===== config.mk =====
export PLATFORM = sky130hd
export DESIGN_NAME = dm_access_ctrl
export DESIGN_NICKNAME = d
export VERILOG_FILES = /design/src/rtl/dm_access_ctrl.sv
export SDC_FILE = /design/constraint.sdc
export NUM_CORES = 1
export LEC_CHECK = 0
export ABC_AREA = 1
export BUFFER_PORTS_ARGS = -buffer_cell sky130_fd_sc_hd__buf_2
export CORE_UTILIZATION = 33
export CTS_CLUSTER_SIZE = 16
export DETAILED_ROUTE_END_ITERATION = 12
export SETUP_SLACK_MARGIN = 0.5
export SLEW_MARGIN = 10
export SYNTH_ARGS = -nofsm -noshare
export SYNTH_HDL_FRONTEND = slang
export SYNTH_SLANG_ARGS = --single-unit

===== constraint.sdc =====
create_clock -name clk -period 1.45 [get_ports clk]
set_input_delay 0.0725 -clock clk [delete_from_list [all_inputs] [get_ports clk]]
set_output_delay 0.0725 -clock clk [all_outputs]
set_load 0.02 [all_outputs]

===== src/rtl/dm_access_ctrl.sv =====
// -----------------------------------------------------------------------------
// dm_access_ctrl
//   CPU-side initiator for the data-memory port. Converts MEM-stage load/store
//   requests into DM_enable/DM_read/DM_write phases, waits for DM_finish, and
//   checks DM_resp. Byte and halfword stores are read-modify-write. Loads are
//   lane-extracted and then sign- or zero-extended.
//
// Ports
//   clk, rst          clock; synchronous active-high reset
//   req_*             MEM-stage request (valid, write, size, unsigned, byte addr, wdata)
//   stall             hold the pipeline while a request is pending and unanswered
//   rsp_valid         one-cycle completion pulse; rsp_rdata / rsp_err valid with it
//   DM_enable/read/write/addr/in   registered drive of the data-memory port
//   DM_out/ready/resp/finish       data-memory return path
// -----------------------------------------------------------------------------
module dm_access_ctrl #(
  parameter int DATA_W    = 32,
  parameter int ADDR_W    = 12,
  parameter int TIMEOUT   = 15,
  parameter int MAX_RETRY = 3
) (
  input  logic              clk,
  input  logic              rst,
  input  logic              req_valid,
  input  logic              req_write,
  input  logic [1:0]        req_size,
  input  logic              req_unsigned,
  input  logic [ADDR_W+1:0] req_addr,
  input  logic [DATA_W-1:0] req_wdata,
  output logic              stall,
  output logic              rsp_valid,
  output logic [DATA_W-1:0] rsp_rdata,
  output logic              rsp_err,
  output logic              DM_enable,
  output logic              DM_read,
  output logic              DM_write,
  output logic [ADDR_W-1:0] DM_addr,
  output logic [DATA_W-1:0] DM_in,
  input  logic [DATA_W-1:0] DM_out,
  input  logic              DM_ready,
  input  logic [1:0]        DM_resp,
  input  logic              DM_finish
);

  typedef enum logic [2:0] {S_IDLE, S_RD, S_REL, S_WR, S_DONE} state_t;

  localparam logic [1:0] RESP_OKAY  = 2'b00;
  localparam logic [1:0] RESP_RETRY = 2'b10;

  localparam int TMO_W = $clog2(TIMEOUT + 1);
  localparam int RTY_W = $clog2(MAX_RETRY + 1);
  localparam logic [TMO_W-1:0] TMO_LAST = TMO_W'(TIMEOUT - 1);
  localparam logic [RTY_W-1:0] RTY_LAST = RTY_W'(MAX_RETRY - 1);

  state_t            r_state;
  logic              r_dm_enable, r_dm_read, r_dm_write;
  logic [ADDR_W-1:0] r_dm_addr;
  logic [DATA_W-1:0] r_dm_in;
  logic              r_rsp_valid, r_rsp_err;
  logic [DATA_W-1:0] r_rsp_rdata;
  logic [TMO_W-1:0]  r_tmo_cnt;
  logic [RTY_W-1:0]  r_retry_cnt;
  // Latched request: the transaction runs to completion even if req_valid drops.
  logic              r_write, r_unsigned, r_rel_to_wr;
  logic [1:0]        r_size, r_lane;
  logic [DATA_W-1:0] r_wdata;

  logic              w_misaligned;
  logic [4:0]        w_shamt;
  logic [DATA_W-1:0] w_shifted, w_load_data, w_mask, w_merged;

  assign w_misaligned = (req_size == 2'b11)
                      | ((req_size == 2'b01) & req_addr[0])
                      | ((req_size == 2'b10) & (|req_addr[1:0]));

  // Little-endian lanes: the shift is 8 * byte offset. Halfwords are aligned,
  // so the same shift also selects the correct half.
  assign w_shamt   = {r_lane, 3'b000};
  assign w_shifted = DM_out >> w_shamt;

  // NOTE: every signal assigned in always_comb gets a default first, so no path leaves it unassigned and no latch is inferred.
  always_comb begin
    w_load_data = DM_out;
    w_mask      = {DATA_W{1'b1}};
    unique case (r_size)
      2'b00: begin
        w_load_data = {{(DATA_W-8){~r_unsigned & w_shifted[7]}}, w_shifted[7:0]};
        w_mask      = DATA_W'(8'hFF) << w_shamt;
      end
      2'b01: begin
        w_load_data = {{(DATA_W-16){~r_unsigned & w_shifted[15]}}, w_shifted[15:0]};
        w_mask      = DATA_W'(16'hFFFF) << w_shamt;
      end
      default: ;
    endcase
  end

  // Sub-word store merge: only the addressed lanes take new data.
  assign w_merged = (DM_out & ~w_mask) | ((r_wdata << w_shamt) & w_mask);

  // Stall drops in the response cycle so the pipeline advances with the result.
  assign stall = ~rst & req_valid & ~r_rsp_valid;

  assign DM_enable = r_dm_enable;
  assign DM_read   = r_dm_read;
  assign DM_write  = r_dm_write;
  assign DM_addr   = r_dm_addr;
  assign DM_in     = r_dm_in;
  assign rsp_valid = r_rsp_valid;
  assign rsp_rdata = r_rsp_rdata;
  assign rsp_err   = r_rsp_err;

  // NOTE: sequential state uses non-blocking assignments only, so every register samples pre-edge values.
  always_ff @(posedge clk) begin
    if (rst) begin
      r_state     <= S_IDLE;
      r_dm_enable <= 1'b0;
      r_dm_read   <= 1'b0;
      r_dm_write  <= 1'b0;
      r_dm_addr   <= '0;
      r_dm_in     <= '0;
      r_rsp_valid <= 1'b0;
      r_rsp_rdata <= '0;
      r_rsp_err   <= 1'b0;
      r_tmo_cnt   <= '0;
      r_retry_cnt <= '0;
      r_write     <= 1'b0;
      r_unsigned  <= 1'b0;
      r_rel_to_wr <= 1'b0;
      r_size      <= '0;
      r_lane      <= '0;
      r_wdata     <= '0;
    end else begin
      r_rsp_valid <= 1'b0;
      unique case (r_state)
        S_IDLE: begin
          if (req_valid && DM_ready) begin
            r_write     <= req_write;
            r_size      <= req_size;
            r_unsigned  <= req_unsigned;
            r_lane      <= req_addr[1:0];
            r_wdata     <= req_wdata;
            r_dm_addr   <= req_addr[ADDR_W+1:2];
            r_tmo_cnt   <= '0;
            r_retry_cnt <= '0;
            r_rsp_err   <= 1'b0;
            r_rsp_rdata <= '0;
            if (w_misaligned) begin
              r_rsp_err   <= 1'b1;
              r_rsp_valid <= 1'b1;
              r_state     <= S_DONE;
            end else if (req_write && (req_size == 2'b10)) begin
              r_dm_in     <= req_wdata;
              r_dm_enable <= 1'b1;
              r_dm_write  <= 1'b1;
              r_state     <= S_WR;
            end else begin
              r_dm_enable <= 1'b1;
              r_dm_read   <= 1'b1;
              r_state     <= S_RD;
            end
          end
        end

        S_RD, S_WR: begin
          if (DM_finish) begin
            // Every response closes the current phase.
            r_tmo_cnt   <= '0;
            r_dm_enable <= 1'b0;
            r_dm_read   <= 1'b0;
            r_dm_write  <= 1'b0;
            case (DM_resp)
              RESP_OKAY: begin
                if (r_state == S_RD && r_write) begin
                  r_dm_in     <= w_merged;
                  r_rel_to_wr <= 1'b1;
                  r_state     <= S_REL;
                end else begin
                  if (!r_write) r_rsp_rdata <= w_load_data;
                  r_rsp_valid <= 1'b1;
                  r_state     <= S_DONE;
                end
              end
              RESP_RETRY: begin
                if (r_retry_cnt == RTY_LAST) begin
                  r_rsp_err   <= 1'b1;
                  r_rsp_valid <= 1'b1;
                  r_state     <= S_DONE;
                end else begin
                  r_retry_cnt <= r_retry_cnt + 1'b1;
                  r_rel_to_wr <= (r_state == S_WR);
                  r_state     <= S_REL;
                end
              end
              // ERROR and SPLIT abort; a pending RMW write is never issued.
              default: begin
                r_rsp_err   <= 1'b1;
                r_rsp_valid <= 1'b1;
                r_state     <= S_DONE;
              end
            endcase
          end else if (r_tmo_cnt == TMO_LAST) begin
            r_dm_enable <= 1'b0;
            r_dm_read   <= 1'b0;
            r_dm_write  <= 1'b0;
            r_rsp_err   <= 1'b1;
            r_rsp_valid <= 1'b1;
            r_state     <= S_DONE;
          end else begin
            r_tmo_cnt <= r_tmo_cnt + 1'b1;
          end
        end

        // One idle cycle lets the memory drop DM_finish before the next phase.
        S_REL: begin
          r_dm_enable <= 1'b1;
          r_dm_read   <= ~r_rel_to_wr;
          r_dm_write  <= r_rel_to_wr;
          r_state     <= r_rel_to_wr ? S_WR : S_RD;
        end

        S_DONE:  r_state <= S_IDLE;
        default: r_state <= S_IDLE;
      endcase
    end
  end

endmodule


==> results of run 1 <==
power groups by stage:
stage	Combinational (mW)	Sequential, mW	Clock (mW)
CTS	5.02	4.10	4.95
finish	5.97	4.19	4.91
global placement	3.57	4.13	0
floorplan	2.10	4.32	0
global route	6.31	4.21	5.12
detailed placement	3.59	4.13	0
registers in the layout, summed over array words and instances (netlist names), 2 cells and up:
| name | count |
|---|---|
| r_lane | 2 |
| r_retry_cnt | 2 |
| r_size | 2 |
| r_state | 3 |
| r_wdata | 32 |
| DM_in | 32 |
| DM_addr | 12 |
| r_tmo_cnt | 4 |
| rsp_rdata | 32 |
worst paths after layout:
check / endpoint / start / slack, ns / depth (start not counted)
max: DM_in[25] / r_state[0] / -0.23 / 11
min: r_lane[1] / req_addr[1] / 0.03 / 4
max reg2reg: DM_in[25] / r_state[0] / -0.23 / 11
min reg2reg: rsp_rdata[19] / rsp_rdata[19] / 0.47 / 2
logic make-up after synthesis:
group	count (synthesis)
AO/OA/AOI/OAI	230
adder cells (fa/ha/maj)	3
buffers and inverters	118
flip-flops	129
AND/OR/NAND/NOR	599
stage by stage:
step	total power, mW	instance area [um^2]	setup WS, ns	hold WS, ns	util [%]
2_1_floorplan	6.422	7073	0.01975	0.2292	-
3_3_place_gp	7.709	8556	-0.1825	0.3430	43.39
3_5_place_dp	7.721	8556	-0.1965	0.3494	43.39
4_1_cts	14.07	11210	-0.09050	0.01184	56.86
5_1_grt	15.64	12680	-0.2831	0.04507	64.30
6_report	15.07	12680	-0.2313	0.03082	64.31
synthesized netlist by cell type, drive strengths merged:
cell,count
nand3b,2
ha,3
clkbuf,41
nor2,190
o21a,7
inv,52
nand3,80
o21bai,1
o211ai,1
dfxtp,129
nor3,14
o21ai,104
a21oi,117
buf,24
nand2,311
or2,1
and3,1
clkinv,1
what timing repair did:
item                                    CTS  global route
endpoints found under the setup margin  211           211
endpoints found under the hold margin    55             0
gates resized for setup                 258           340
pin swaps                                64            49
gates cloned                             21             6
setup buffers                            28            36
hold buffers                             47             0
metal layers:
metal | share of wire [%] | global-route usage, % | wire length, um | vias to the layer above
met5 | 0 | 0 | 0 | -
met3 | 7.4 | 5.314 | 2363 | 101
met1 | 41 | 34.91 | 12950 | 4218
met2 | 48 | 46.08 | 15210 | 432
met4 | 4.2 | 13.09 | 1349 | 0
li1 | - | - | - | 4219
layout make-up:
| cell class | instances | area [um^2] |
|---|---|---|
| antenna | 4 | 10.01 |
| clock buffer | 23 | 488.0 |
| clock inverter | 9 | 176.4 |
| fill | 1601 | 7037 |
| inverter | 53 | 230.2 |
| multi-input combinational | 838 | 4925 |
| sequential | 129 | 2704 |
| tap | 265 | 331.6 |
| timing repair buffer | 384 | 3800 |
| timing repair inverter | 1 | 16.27 |
worst max-delay path, cell delays in order (launching register included):
cell     delay, ns
dfxtp_4       0.43
nand2_4       0.10
nand2_4       0.08
inv_2         0.04
a21oi_2       0.11
nand2_2       0.08
nor2_4        0.18
buf_6         0.15
buf_12        0.13
nand2_1       0.07
nor2_1        0.13
nor2_1        0.06
==> results_dict.tcl, run 1 <==
set metrics [dict create \
    power.combinational.fraction_pct 39.6 \
    post_drt_wl_per_cell_um 18.68 \
    totalWireLength_um 31880 \
    post_syn_instances 1079 \
    route.antenna.remaining_nets 0 \
    synth.avg_cell_area_um2 6.248 \
    grt_overflow_total 0 \
    max_cap_viols 0 \
    run_status "complete, but fails checks" \
    grt_max_degree 72 \
    drt-initial-drc-count 751 \
    final_critical_path_setup_slack_ns -0.2313 \
    cp.arrival_ns 2.00 \
    syn_nets 1171 \
    seq_power_share_pct 27.8 \
    clk-insertion-delay-late_ns 0.43 \
    power_report.internal_total_mw 9.863 \
    clock_tree.htree_level_count 4 \
    grt_first_pass_wirelength_um 45780 \
    max_clock_freq_mhz 594.8 \
    port_buffers 170 \
    ctsRootBufferMaster "clkbuf_16" \
    final-max-slew-violation-count 0 \
    grt_util_overall_pct 27.91 \
    top_area_cell_type_share_of_the_netlist_area_pct 38.31 \
    placementRows 51 \
    synth_mux_area_share_pct 0 \
    cts_tree "built" \
    final.period_utilization_pct 116.0 \
    flow.area_growth_from_synthesis_pct 88.10 \
    via_count_of_the_first_global_routing_pass 8459 \
    most_common_library_cell_in_the_layout_ignoring_fill_and_taps "nand2_1" \
    yosys-top-cells-area "dfxtp_1 38%, nand2_1 17%, nor2_1 10%" \
    power_per_cell_area_nw_per_um2 1188 \
    pin_count 171 \
    gpl.final_weighted_congestion 0.9183 \
    share_of_the_yosys_chip_area_belonging_to_registers_pct 38.31 \
    cts-root-to-sink-buffers 2 \
    placed_cells_incl_taps 1532 \
    remaining_drc_errors 0 \
    die_w_um 144.9 \
    dieArea_um2 21000 \
    synth_top_area_cell "dfxtp_1" \
    cts_bufs_inserted 17 \
    p_switching_mw 5.204 \
    die_height_um 144.9 \
    total_core_area_um2 19720 \
    detailed_place_hpwl_um 18620 \
    hold_violations 0 \
    grt_antenna_before_repair 4 \
    synth_seq_cells 129 \
    min-delay-path-class "in2reg" \
    synth_area_um2 6741 \
    report.final.setup_viol 118 \
    clk_pin_slew_worst_paths_ns 0.06 \
    layoutNonFillerInstCount 1706 \
    worst_pin_slew_ns 0.4500 \
    synth_compound_area_share_pct 17.41 \
    failed_checks "negative setup slack" \
    timing_worst_setup_path_type "reg2reg" \
    netlist-cell-type-count 27 \
    power.ir.vdd_worst_mv 1.073 \
    synthesized_area_fraction_occupied_by_xor_and_xnor_cells_pct 0 \
    floorplan.initialDensity_pct 34.19 \
    fraction_of_the_mapped_netlist_area_in_simple_logic_gates_pct 36.10 \
    synth_warnings 0 \
    fin_skew_ns 0.01020 \
    timing.critical_path.to_type "register" \
    timing.slew.headroom_pct 70.00 \
    finalNetCount 1516 \
    rsz0062_at_grt "yes" \
    timing.setup.tns_ns -10.31 \
    drt_first_pass_iters 5 \
    avgViaCountPerCell 5.258 \
    p_leak_nw 5.493 \
    detailroute.via_count 8970 \
    commonest_cells_after_routing_fill_and_taps_aside "252 x nand2_1, 147 x nor2_1, 105 x buf_6, 101 x buf_4, 88 x buf_2" \
    cp_required_ns 1.77 \
    power_switching_share_pct 34.54 \
    worstPathMaxFanout 8 \
    layout_min_cycle_time_ns 1.681 \
    combinational_family_with_the_most_area_after_synthesis "simple AND/OR/NAND/NOR gates" \
    cts_sinks 129 \
    pwr-share-clk_pct 32.6 \
    worst_setup_path_start_kind "register" \
    yosys.area_share.adder_pct 0.5568 \
    drive_above_1_share_pct 49.41 \
]
No activity file was read; power rests on OpenSTA's default activity.
==> inputs of run 2 (changes only) <==
--- a/config.mk
+++ b/config.mk
@@ -5,7 +5,7 @@
 export SDC_FILE = /design/constraint.sdc
 export NUM_CORES = 1
 export LEC_CHECK = 0
-export ABC_AREA = 1
+export ABC_AREA = 0
 export BUFFER_PORTS_ARGS = -buffer_cell sky130_fd_sc_hd__buf_2
 export CORE_UTILIZATION = 33
 export CTS_CLUSTER_SIZE = 16
==> run 2 against run 1 <==
  * Routed wire length decreased by 8.7%
  * Final cell count is 17% lower
  * Non-clock buffer count is 14 higher
  * Largest power group is now the clock network
  * Clock power down 10%
  * Clock skew shrank 0.00081 ns
  * Highest routed layer unchanged
  * Sequential power fell by 8.8%
  * The run still ends with negative setup slack left
  * Flip-flop and latch count unchanged
==> results_dict.tcl, run 2 <==
set metrics [dict create \
    remaining_drc_errors 0 \
    startpoint "r_state[2]" \
    power_per_cell_area_nw_per_um2 905.9 \
    synth.avg_cell_area_um2 8.011 \
    final-max-slew-violation-count 0 \
    drive_above_1_share_pct 51.89 \
    avgViaCountPerCell 5.479 \
    ctsRootBufferMaster "clkbuf_16" \
    max_stage_delay_ns 0.37 \
    timing.hold.worst.start "rst" \
    cts_tree "built" \
    grt_max_degree 37 \
    power.total_mw 10.68 \
    synth_warnings 0 \
    final_critical_path_setup_slack_ns -0.3048 \
    n_antenna_cell 0 \
    timing.setup.tns_ns -23.24 \
    rr_worst_depth 9 \
    crit_end "rsp_rdata[28]" \
    cp.arrival_ns 2.07 \
    report.final.setup_viol 121 \
    grt_util_overall_pct 26.83 \
    p_leak_nw 4.706 \
    postSynth.asyncResetShare_pct 0 \
    path_buf_inv 4 \
    top_area_cell_type_share_of_the_netlist_area_pct 40.09 \
    crit_path_cell_trace "nand2b_1 > buf_4 > o31ai_4 > o211ai_1 > buf_4 > buf_4 > buf_8 > a22oi_2 > a21oi_1" \
    cp_required_ns 1.76 \
    finalNetCount 1243 \
    max_cap_viols 0 \
    flow.area_growth_from_synthesis_pct 83.06 \
    clk_pin_slew_worst_paths_ns 0.06 \
    die_w_um 141.7 \
    port_buffers 170 \
    total_core_area_um2 18890 \
    yosys.cell_count.top_type "nand2_1" \
    via_count_of_the_first_global_routing_pass 7353 \
    failed_checks "negative setup slack" \
    timing.critical_path.mode_cell "buf_4" \
    critical_path.top_delay_family "buffers and inverters" \
    most_common_library_cell_in_the_layout_ignoring_fill_and_taps "nand2_1" \
    synth_seq_cells 129 \
    gpl.final_weighted_congestion 0.8899 \
    drt-initial-drc-count 604 \
    depth_of_the_critical_timing_path_with_buffers_and_inverters_included 9 \
    placementRows 50 \
    clk-insertion-delay-late_ns 0.44 \
    rrSetupSlack_ns -0.30 \
    post_syn_instances 804 \
    final.period_utilization_pct 121.0 \
    r2r_end "rsp_rdata[28]" \
    timing_worst_setup_path_type "reg2reg" \
    drt_first_pass_iters 7 \
    timing.critical_path.to_type "register" \
    totalWireLength_um 29110 \
    worst_path_max_delay_cell "dfxtp_4" \
    synth_top_area_cell "dfxtp_1" \
    min-delay-path-class "in2reg" \
    worst_pin_slew_ns 0.4617 \
    cts_sinks 129 \
    synthTopCellsByCount "159 x nand2_1, 129 x dfxtp_1, 116 x a21oi_1" \
    rsz0062_at_grt "yes" \
    layout_min_cycle_time_ns 1.755 \
    fin_skew_ns 0.009398 \
    grt_first_pass_wirelength_um 40610 \
    post_drt_wl_per_cell_um 20.44 \
    detailroute.via_count 7802 \
    ys.flop_type "dfxtp_1" \
    cts-root-to-sink-buffers 2 \
    grt_antenna_before_repair 0 \
    cts_bufs_inserted 17 \
    worstPathMaxFanout 8 \
    power.ir.vdd_worst_mv 0.8634 \
    pin_count 171 \
    clock_tree.htree_level_count 4 \
    synth_area_um2 6441 \
    hold_violations 0 \
    area_of_all_placed_cells_without_fillers_um2 11790 \
    timing.slew.headroom_pct 68.83 \
    syn_nets 896 \
    crit-reg2reg-launch "r_state[2]" \
    preCtsSetupSlack_ns -0.3087 \
    die_height_um 141.7 \
    run_status "complete, but fails checks" \
    detailed_place_hpwl_um 17160 \
    post_dp_cell_area_um2 8359 \
    synth_edf_count 0 \
    floorplan.initialDensity_pct 34.09 \
    yosys-top-cells-area "dfxtp_1 40%, nand2_1 9.3%, a21oi_1 9.0%" \
    worst_setup_path_start_kind "register" \
    max_clock_freq_mhz 569.9 \
    grt_overflow_total 0 \
    dieArea_um2 20080 \
    share_of_the_yosys_chip_area_belonging_to_registers_pct 40.09 \
    netlist-cell-type-count 58 \
    route.antenna.remaining_nets 0 \
    commonest_cells_after_routing_fill_and_taps_aside "124 x nand2_1, 122 x buf_4, 100 x buf_6, 94 x a21oi_1, 87 x buf_2" \
]
## run 2: cell types whose count changed in the layout (fill, tap and decap cells not counted), sizes merged, moves of 14 or more
cell and delta:
a211oi +27, a22oi +19, a32oi +14, inv -37
mux2i +24, nand2 -156, nand3 -78, nor2 -134
nor2b +16, o21ai -87
## run 2: worst min-delay path by stage
| stage | end | cells after the start |
|---|---|---|
| 6_report | DM_in[1] | 2 |
| 5_1_grt | r_wdata[2] | 2 |
| 4_1_cts | DM_in[1] | 2 |
| 3_5_place_dp | DM_addr[3] | 3 |
| 3_3_place_gp | DM_addr[10] | 3 |
| 2_1_floorplan | r_wdata[24] | 2 |
## run 2: metal layers
metal,wire length [um],track usage [%],up-vias
met2,14130,44.33,364
met3,2209,5.434,81
met5,0,0,-
met1,11730,33.44,3731
met4,1042,12.68,0
li1,-,-,3626
## run 2: cell type report
cell class / count / area (um^2)
Timing Repair Buffer: 398 / 3896
Clock buffer: 28 / 526.8
Inverter: 14 / 52.55
Clock inverter: 4 / 70.07
Fill cell: 1487 / 7102
Sequential cell: 129 / 2673
Multi-Input combinational cell: 591 / 4248
Tap cell: 260 / 325.3
## run 2: report_power, final
part           internal (mW)  total [mW]  switching, mW
sequential              3.68        3.82          0.132
clock                   2.80        4.41           1.61
combinational           1.21        2.45           1.24
## run 2: logic make-up (layout without fill, tap and decap cells)
kind of cell	Yosys count	in the layout	share of synthesized area (%)
adder cells (fa/ha/maj)	3	3	0.5828
AO/OA/AOI/OAI	277	277	29.53
multiplexers	24	24	3.730
flip-flops	129	129	40.09
buffers and inverters	84	444	5.789
AND/OR/NAND/NOR	287	287	20.28
## run 2: worst reg2reg max path, stage by stage, from the launching register on
cell and delay [ns]:
dfxtp_4 0.37, nand2b_1 0.18, buf_4 0.16, o31ai_4 0.06
o211ai_1 0.11, buf_4 0.17, buf_4 0.15, buf_8 0.14
a22oi_2 0.19, a21oi_1 0.10
## run 2: per-stage QoR
stage | util [%] | instances | hold slack (ns)
after floorplan | - | 804 | 0.2085
after global placement | 44.25 | 1275 | 0.3118
after detailed placement | 44.25 | 1275 | 0.3177
after CTS | 56.56 | 1387 | 0.0005616
after global routing | 62.41 | 1424 | 0.01693
final | 62.41 | 1424 | 0.01411
## run 2: repair_timing
item / CTS / global route
endpoints found under the hold margin: 56 / 0
setup endpoints to repair: 211 / 211
resized for setup: 178 / 255
setup buffers: 17 / 34
hold buffers: 48 / 0
pin swaps: 47 / 17
cloned: 15 / 3
==> inputs of run 3 (changes only) <==
--- a/config.mk
+++ b/config.mk
@@ -7,7 +7,7 @@
 export LEC_CHECK = 0
 export ABC_AREA = 0
 export BUFFER_PORTS_ARGS = -buffer_cell sky130_fd_sc_hd__buf_2
-export CORE_UTILIZATION = 33
+export CORE_UTILIZATION = 30
 export CTS_CLUSTER_SIZE = 16
 export DETAILED_ROUTE_END_ITERATION = 12
 export SETUP_SLACK_MARGIN = 0.5
==> constraint.sdc (replaced) <==
create_clock -name clk -period 1.5 [get_ports clk]
set_input_delay 0.075 -clock clk [delete_from_list [all_inputs] [get_ports clk]]
set_output_delay 0.075 -clock clk [all_outputs]
set_load 0.02 [all_outputs]
==> run 3 against run 2 <==
  * The run still ends with negative setup slack left
  * Critical path depth shrank 1
  * Setup slack gained 0.097 ns
  * Flip-flop and latch count is the same
  * First-iteration DRC count grew 16%
  * Sequential power shrank 3%
  * Global-route usage shrank 1.8 points
  * Clock power grew 10%
  * Clock-buffer cell count shrank 6
  * Total power grew 2.1%
  * Fmax grew 2.8%
  * Sequential share of layout area grew 0.41 points
  * Critical path type unchanged
  * Largest power group unchanged
==> results_dict.tcl, run 3 (synthesis results as in run 2) <==
set metrics [dict create \
    run_status "complete, but fails checks" \
    failed_checks "negative setup slack" \
    placementRows 53 \
    post_drt_wl_per_cell_um 20.12 \
    p_switching_mw 2.946 \
    fin_hold_ws_ns 0.008899 \
    final.period_utilization_pct 113.8 \
    dieArea_um2 22060 \
    remaining_drc_errors 0 \
    clock_tree.htree_level_count 4 \
    clk-insertion-delay-late_ns 0.43 \
    floorplan.initialDensity_pct 30.64 \
    worst_pin_slew_ns 0.5379 \
    fin_skew_ns 0.01326 \
    min-delay-path-class "in2reg" \
    drt-initial-drc-count 700 \
    power.ir.vdd_worst_mv 0.8506 \
    total_core_area_um2 21020 \
    layoutNonFillerInstCount 1423 \
    startpoint "r_state[2]" \
    timing_worst_setup_path_type "reg2reg" \
    grt_antenna_before_repair 0 \
    holdPathStages 2 \
    grt_first_pass_wirelength_um 41810 \
    report.final.setup_viol 116 \
    max_clock_freq_mhz 585.6 \
    gpl.final_weighted_congestion 0.9141 \
    grt_overflow_total 0 \
    finalNetCount 1227 \
    power_per_cell_area_nw_per_um2 931.2 \
    cts-root-to-sink-buffers 2 \
    grt_util_overall_pct 25.08 \
    via_count_of_the_first_global_routing_pass 7262 \
    avgViaCountPerCell 5.416 \
    rr_worst_depth 8 \
    timing.hold.worst.start "rst" \
    power.combinational.fraction_pct 21.6 \
    clk_pin_slew_worst_paths_ns 0.06 \
    worstPathMaxFanout 8 \
    cts_tree "built" \
    n_antenna_cell 0 \
    cts_sinks 129 \
    cts_bufs_inserted 17 \
    max_stage_delay_ns 0.37 \
    route.antenna.remaining_nets 0 \
    detailroute.via_count 7707 \
    timing.slew.headroom_pct 64.14 \
    crit-reg2reg-launch "r_state[2]" \
    pwr-share-clk_pct 44.6 \
    p_leak_nw 4.624 \
    seq_power_share_pct 33.8 \
    layout_min_cycle_time_ns 1.708 \
    grt_max_degree 52 \
    final-max-slew-violation-count 0 \
    totalWireLength_um 28640 \
    crit_path_cell_trace "buf_6 > o31ai_4 > o211ai_1 > buf_4 > buf_8 > buf_12 > a32oi_1 > a21oi_1" \
    drt_first_pass_iters 5 \
    die_w_um 148.5 \
    commonest_cells_after_routing_fill_and_taps_aside "118 x nand2_1, 117 x buf_4, 95 x a21oi_1, 88 x buf_2, 87 x buf_6" \
    worst_path_max_delay_cell "dfxtp_4" \
    grt_util_met2_pct 40.82 \
    flow.area_growth_from_synthesis_pct 81.92 \
    detailed_place_hpwl_um 17630 \
    port_buffers 170 \
    cp.arrival_ns 2.01 \
    ctsRootBufferMaster "clkbuf_16" \
    worst_setup_path_start_kind "register" \
    placed_cells_incl_taps 1284 \
    final_critical_path_setup_slack_ns -0.2076 \
    max_cap_viols 0 \
    power_switching_share_pct 27.00 \
    die_height_um 148.5 \
    rsz0062_at_grt "yes" \
    hold_violations 0 \
    power_report.internal_total_mw 7.965 \
    drive_above_1_share_pct 52.96 \
    grtUsageMet3_pct 5.828 \
    most_common_library_cell_in_the_layout_ignoring_fill_and_taps "nand2_1" \
    timing.critical_path.to_type "register" \
    busiest_layer "met2" \
    cp_required_ns 1.80 \
    pin_count 171 \
    gr-usage-met1_pct 31.94 \
]
## run 3: changes by cell type in the layout (fill, tap and decap cells not counted), sizes merged
cell	previous run	this run
buf	343	327
clkbuf	32	24
bufinv	2	6
bufbuf	3	0
dlygate4sd3	48	51
clkinv	2	4
and2b	1	2
nand2	159	160
## run 3: repair_timing
action                                 4_1_cts  5_1_grt
pin swaps                                   86       42
setup buffers                               24       15
setup endpoints to repair                  183      208
hold buffers                                51        0
gates resized for setup                    235      222
endpoints found under the hold margin       51        0
cloned                                      15        2
## run 3: routing by layer
layer / routed length [um] / vias up / share of wire (%)
met5: 0 / - / 0
met4: 943 / 0 / 3.3
met3: 2227 / 74 / 7.8
met2: 13770 / 351 / 48
met1: 11700 / 3688 / 41
li1: - / 3594 / -
## run 3: final timing paths
path | to | slack, ns
worst max-delay path | rsp_rdata[9] | -0.21
worst min-delay path | DM_in[8] | 0.009
worst max register to register | rsp_rdata[9] | -0.21
worst min register to register | r_wdata[29] | 0.45
## run 3: critical path, delay by kind of cell (launching register included)
| family | cells | cell delay [ns] |
|---|---|---|
| DFF | 1 | 0.37 |
| buffers and inverters | 4 | 0.58 |
| AOI/OAI and AO/OA | 4 | 0.63 |
## run 3: area by class of cell
type / count / area, um^2
fillers: 1758 / 9304
multi-input cells: 593 / 4307
repair buffers: 380 / 3630
flip-flops and latches: 129 / 2704
clock buffers: 22 / 474.2
well taps: 275 / 344.1
clock inverters: 10 / 203.9
inverters: 14 / 55.05
## run 3: power by group through the flow
stage / clock network [mW] / logic [mW] / registers [mW]
2_1_floorplan: 0 / 0.778 / 3.77
3_3_place_gp: 0 / 1.49 / 3.73
3_5_place_dp: 0 / 1.50 / 3.73
4_1_cts: 4.86 / 2.14 / 3.66
5_1_grt: 5.03 / 2.50 / 3.70
6_report: 4.86 / 2.36 / 3.69
## run 3: per-stage QoR
step | total power, mW | setup slack (ns) | cell area (um^2) | setup TNS (ns) | utilization, %
4_1_cts | 10.66 | -0.1509 | 10900 | -9.715 | 51.87
5_1_grt | 11.22 | -0.2824 | 11720 | -22.32 | 55.74
3_5_place_dp | 5.231 | -0.3051 | 8333 | -10.32 | 39.64
3_3_place_gp | 5.220 | -0.2633 | 8333 | -8.808 | 39.64
2_1_floorplan | 4.549 | -0.06824 | 6620 | -2.628 | -
6_report | 10.91 | -0.2076 | 11720 | -13.60 | 55.74
